--- src/rtl/mem_port_arbiter.sv ---
// Two-requester memory port arbiter: fetch and load/store share one memory
// port, round-robin on ties, with a wait-cycle timeout abort.
module mem_port_arbiter #(
    parameter int unsigned TIMEOUT_CYC = 255
) (
    input  logic        i_clk,
    input  logic        i_rst,
    input  logic        i_if_req,
    input  logic [31:0] i_if_addr,
    output logic        o_if_gnt,
    output logic        o_if_rvalid,
    output logic [31:0] o_if_rdata,
    input  logic        i_ls_req,
    input  logic        i_ls_we,
    input  logic [31:0] i_ls_addr,
    input  logic [31:0] i_ls_wdata,
    input  logic [3:0]  i_ls_be,
    output logic        o_ls_gnt,
    output logic        o_ls_done,
    output logic [31:0] o_ls_rdata,
    output logic        o_mem_req,
    output logic        o_mem_we,
    output logic [31:0] o_mem_addr,
    output logic [31:0] o_mem_wdata,
    output logic [3:0]  o_mem_be,
    input  logic        i_mem_ack,
    input  logic [31:0] i_mem_rdata,
    output logic        o_err,
    output logic        o_busy
);

    typedef enum logic [1:0] {
        IDLE   = 2'd0,
        IF_ACC = 2'd1,
        LS_ACC = 2'd2
    } state_e;

    state_e      state_q, state_d;
    logic [7:0]  wait_q, wait_d;
    logic        last_ls_q, last_ls_d;
    logic [31:0] addr_q, addr_d;
    logic        we_q, we_d;
    logic [31:0] wdata_q, wdata_d;
    logic [3:0]  be_q, be_d;
    logic [31:0] if_rdata_q, if_rdata_d;
    logic [31:0] ls_rdata_q, ls_rdata_d;
    logic        if_rvalid_q, if_rvalid_d;
    logic        ls_done_q, ls_done_d;
    logic        err_q, err_d;

    logic        if_gnt;
    logic        ls_gnt;
    logic        in_acc;
    logic        timeout;

    assign in_acc  = (state_q != IDLE);
    assign timeout = (wait_q == 8'(TIMEOUT_CYC));

    // State register and all datapath flops, cleared asynchronously
    always_ff @(posedge i_clk or posedge i_rst) begin
        if (i_rst) begin
            state_q     <= IDLE;
            wait_q      <= 8'd0;
            last_ls_q   <= 1'b1;
            addr_q      <= 32'd0;
            we_q        <= 1'b0;
            wdata_q     <= 32'd0;
            be_q        <= 4'd0;
            if_rdata_q  <= 32'd0;
            ls_rdata_q  <= 32'd0;
            if_rvalid_q <= 1'b0;
            ls_done_q   <= 1'b0;
            err_q       <= 1'b0;
        end else begin
            state_q     <= state_d;
            wait_q      <= wait_d;
            last_ls_q   <= last_ls_d;
            addr_q      <= addr_d;
            we_q        <= we_d;
            wdata_q     <= wdata_d;
            be_q        <= be_d;
            if_rdata_q  <= if_rdata_d;
            ls_rdata_q  <= ls_rdata_d;
            if_rvalid_q <= if_rvalid_d;
            ls_done_q   <= ls_done_d;
            err_q       <= err_d;
        end
    end

    // Next-state: leave IDLE on a grant, return on ack or timeout
    always_comb begin
        state_d = state_q;
        unique case (state_q)
            IDLE: begin
                if (if_gnt) begin
                    state_d = IF_ACC;
                end else if (ls_gnt) begin
                    state_d = LS_ACC;
                end
            end
            IF_ACC, LS_ACC: begin
                if (i_mem_ack || timeout) begin
                    state_d = IDLE;
                end
            end
            default: state_d = IDLE;
        endcase
    end

    // Output decode: grants only in IDLE, masked while reset is held
    always_comb begin
        if_gnt = 1'b0;
        ls_gnt = 1'b0;
        if (!i_rst && state_q == IDLE) begin
            if (i_if_req && i_ls_req) begin
                if_gnt = last_ls_q;
                ls_gnt = !last_ls_q;
            end else begin
                if_gnt = i_if_req;
                ls_gnt = i_ls_req;
            end
        end
    end

    // Datapath: capture on grant, count waits, register read data and pulses
    always_comb begin
        wait_d      = wait_q;
        last_ls_d   = last_ls_q;
        addr_d      = addr_q;
        we_d        = we_q;
        wdata_d     = wdata_q;
        be_d        = be_q;
        if_rdata_d  = if_rdata_q;
        ls_rdata_d  = ls_rdata_q;
        if_rvalid_d = 1'b0;
        ls_done_d   = 1'b0;
        err_d       = 1'b0;
        if (!in_acc) begin
            if (if_gnt) begin
                addr_d    = i_if_addr;
                we_d      = 1'b0;
                wdata_d   = 32'd0;
                be_d      = 4'b1111;
                wait_d    = 8'd0;
                last_ls_d = 1'b0;
            end else if (ls_gnt) begin
                addr_d    = i_ls_addr;
                we_d      = i_ls_we;
                wdata_d   = i_ls_wdata;
                be_d      = i_ls_be;
                wait_d    = 8'd0;
                last_ls_d = 1'b1;
            end
        end else if (i_mem_ack) begin
            if (state_q == IF_ACC) begin
                if_rdata_d  = i_mem_rdata;
                if_rvalid_d = 1'b1;
            end else begin
                if (!we_q) begin
                    ls_rdata_d = i_mem_rdata;
                end
                ls_done_d = 1'b1;
            end
        end else if (timeout) begin
            err_d = 1'b1;
        end else begin
            wait_d = wait_q + 8'd1;
        end
    end

    assign o_if_gnt    = if_gnt;
    assign o_ls_gnt    = ls_gnt;
    assign o_if_rvalid = if_rvalid_q;
    assign o_if_rdata  = if_rdata_q;
    assign o_ls_done   = ls_done_q;
    assign o_ls_rdata  = ls_rdata_q;
    assign o_mem_req   = in_acc;
    assign o_mem_we    = we_q;
    assign o_mem_addr  = addr_q;
    assign o_mem_wdata = wdata_q;
    assign o_mem_be    = be_q;
    assign o_err       = err_q;
    assign o_busy      = in_acc;

endmodule

--- config.mk ---
export PLATFORM = sky130hd
export DESIGN_NAME = mem_port_arbiter
export DESIGN_NICKNAME = d
export VERILOG_FILES = /design/src/rtl/mem_port_arbiter.sv
export SDC_FILE = /design/constraint.sdc
export NUM_CORES = 1
export LEC_CHECK = 0
export CORE_ASPECT_RATIO = 1.1
export CORE_UTILIZATION = 37
export DETAILED_ROUTE_END_ITERATION = 16
export PLACE_DENSITY = 0.73
export REMOVE_ABC_BUFFERS = 1
export SKIP_CTS_REPAIR_TIMING = 1
export SLEW_MARGIN = 25
export SYNTH_ARGS = -nofsm -noshare
export SYNTH_HDL_FRONTEND = slang
export SYNTH_SLANG_ARGS = --single-unit
--- constraint.sdc ---
create_clock -name i_clk -period 4.9 [get_ports i_clk]
set_clock_uncertainty 0.1 [all_clocks]
set_input_delay 0.98 -clock i_clk [delete_from_list [all_inputs] [get_ports i_clk]]
set_output_delay 0.98 -clock i_clk [all_outputs]
set_load 0.01 [all_outputs]
==> flow_summary.ini <==
[finish]
fin_util_pct = 59.6
antenna_cells = 0
drive_above_1_share_pct = 14.0
finalNetCount = 852
syn_to_final_growth_pct = 57.6
nFillCells = 1254

[placement]
place.gp.congestion = 0.755
portBuffers = 277
hpwl_um = 11100
place_ws_ns = 1.08

[clocking]
cts_made_buffers = 17
insertion_delay_ns = 0.41
path_clk_slew_ns = 0.06
cts-root-buf = clkbuf_16
htree_num_levels = 4
tritoncts = built
clockBufferDepth = 2
clock_sinks = 147

[logic_synthesis]
synth_top_area_share_pct = 61.4
yosysWarnings = 0
yosys.area.top_type = dfrtp_1
ys_seq_area_share_pct = 61.8
synthCells = 439
async_reset_ff_share_pct = 100
synth.distinct_cells = 42
synth_edf_count = 0
synth_area_sq_um = 5950
avgSynthCellArea_sq_um = 13.6
ys_seq_elements = 147
ys.flop_type = dfrtp_1
synth.area.top_cells = dfrtp_1 61%, mux2_2 11%, mux2i_1 5.4%, a22o_1 5.0%, o21ai_1 2.5%

[worst_setup_path]
crit_path_end_kind = output port
rr_endpoint = o_if_rdata[8]
reg2reg_depth = 5
reg2reg_from = state_q[0]
path_max_fanout = 6
worstSetupStartpointType = primary input
required_ns = 3.82
reg2reg_slack_ns = 2.38
crit_type = primary input to output port
cp_data_arrival_time_ns = 2.75

[power_and_ir_drop]
combPwrFrac_pct = 41.9
peakVddDrop_mv = 0.299
leakage_nw = 3.98
switchingPower_w = 0.00173
sequentialPowerShare_pct = 36.9
powerDensity_nw_per_um2 = 600
p_sw_share_pct = 30.8
clockPowerShare_pct = 21.2
p_int_w = 0.00390

[timing]
setup_ws_ns = 1.07
worstMarginPinSlew_ns = 0.987
fmax_mhz = 261
rsz0062_at_grt = false
min_period_ns = 3.83
setup_viol = 0
slew_headroom_pct = 34.0
final_hold_viol_count = 0
fin_crit_sh_pct = 78.1
maxSlewViolCount = 0

[die]
die_y_um = 135
die_x_um = 123
dieArea_sq_um = 16600
top_level_ports = 278
core_sq_um = 15700
initial_core_util_pct = 37.8
row_count = 48

[global_route]
overflow = 0
grt_pass1_wl_um = 23600
first_global_vias = 4750
antenna_found_initial = 0
grt_max_degree = 83
grt_usage_pct = 18.8

[min_path]
whs_endpoint = last_ls_q
hold_class = flip-flop to flip-flop
whs_path_depth = 2
worst_hold_startpoint = last_ls_q

[routing]
num_vias = 4529
drtPass1Iterations = 4
finalWirelength_um = 15300
route.detailed.drc = 0
route.met2.wl_um = 7560
wl_per_cell_um = 16.5
wl_met3_um = 1390
wl_met1_um = 6040
ant_nets = 0
topRoutingLayerUsed = met4
via_per_inst = 4.90
drt-initial-drc-count = 149

[run]
drv_cap = 0

[status]
status = finished, final reports clean
layout by cell type, fill, tap and decap left out, types with 2 or more instances in the layout:
cell / count
mux2i_1: 32
buf_12: 2
buf_4: 2
o21ai_1: 30
clkbuf_16: 17
clkdlybuf4s50_1: 277
clkbuf_1: 3
clkinv_4: 4
clkinv_2: 4
o21ai_0: 10
or3_1: 4
mux2_2: 58
clkinvlp_4: 2
ha_1: 3
a22o_1: 34
mux2_1: 7
inv_1: 6
dfrtp_1: 146
o22a_1: 4
nand3_1: 11
inv_6: 2
nand2_1: 39
o211ai_1: 2
per-stage QoR:
step	setup TNS, ns	hold WS, ns	cells	cell area [sq um]	total power [W]
4_1_cts	0	0.369	924	9380	0.00570
5_1_grt	0	0.384	924	9380	0.00596
2_1_floorplan	-18.93	0.344	411	5740	0.00301
3_3_place_gp	0	0.356	892	8830	0.00441
6_report	0	0.367	924	9380	0.00563
3_5_place_dp	0	0.358	892	8830	0.00448
routing by layer:
layer	global-route usage, %	up-vias
met5	0	-
met3	7.05	23
met2	31.7	201
met1	21.2	2189
met4	7.79	0
li1	-	2116
state kept, by name, indices dropped and copies added (netlist names), 2 cells and up:
| signal | cells |
|---|---|
| state_q | 2 |
| o_mem_wdata | 32 |
| o_mem_addr | 32 |
| o_if_rdata | 32 |
| o_ls_rdata | 32 |
| wait_q | 8 |
| o_mem_be | 4 |
area by class of cell:
class / count / area [sq um] / share of cell area, %
flip-flops and latches: 147 / 3680 / 39.2
repair buffers: 281 / 2830 / 30.1
multi-input cells: 256 / 2040 / 21.8
clock buffers: 20 / 437 / 4.66
well taps: 200 / 250 / 2.67
clock inverters: 12 / 109 / 1.16
inverters: 8 / 35.0 / 0.373
worst max path at each step:
stage	start	to	slack (ns)
2_1_floorplan	i_rst	o_err	-0.13
3_3_place_gp	i_rst	o_ls_gnt	1.09
3_5_place_dp	i_rst	o_ls_gnt	1.08
4_1_cts	i_rst	o_ls_gnt	1.07
5_1_grt	i_rst	o_ls_gnt	0.99
6_report	i_rst	o_ls_gnt	1.07
cells by family (layout without fill, tap and decap cells):
| family | Yosys count | count (layout) | share of synthesized area [%] |
|---|---|---|---|
| AOI/OAI and AO/OA | 88 | 88 | 10.2 |
| adders and majority gates | 3 | 3 | 0.631 |
| buffers and inverters | 36 | 321 | 4.12 |
| DFF | 147 | 147 | 61.8 |
| muxes | 97 | 97 | 17.7 |
| and+or+nand+nor | 68 | 68 | 5.57 |
cell usage after synthesis (all sizes together), types with 2 or more instances:
master    n
mux2i    32
o211ai    2
ha        3
nor3b     2
or3       4
nor2b     2
clkbuf    5
mux2     65
o21ai    41
inv       8
and3      2
a22o     34
buf      23
dfrtp   146
nor2      2
nand2    39
nand3    12
o22a      4
worst max-delay path: stages:
cell	delay, ns
clkdlybuf4s50_1	0.48
and2b_4	0.32
nand3_1	0.27
inv_2	0.15
clkdlybuf4s50_1	0.55
power by group through the flow:
stage	combinational (W)	sequential, W	clock (W)
2_1_floorplan	0.000700	0.00231	0
3_3_place_gp	0.00235	0.00206	0
3_5_place_dp	0.00239	0.00209	0
4_1_cts	0.00240	0.00208	0.00123
5_1_grt	0.00253	0.00215	0.00128
6_report	0.00236	0.00208	0.00119
Note: power is estimated with default switching activity, not from simulation.
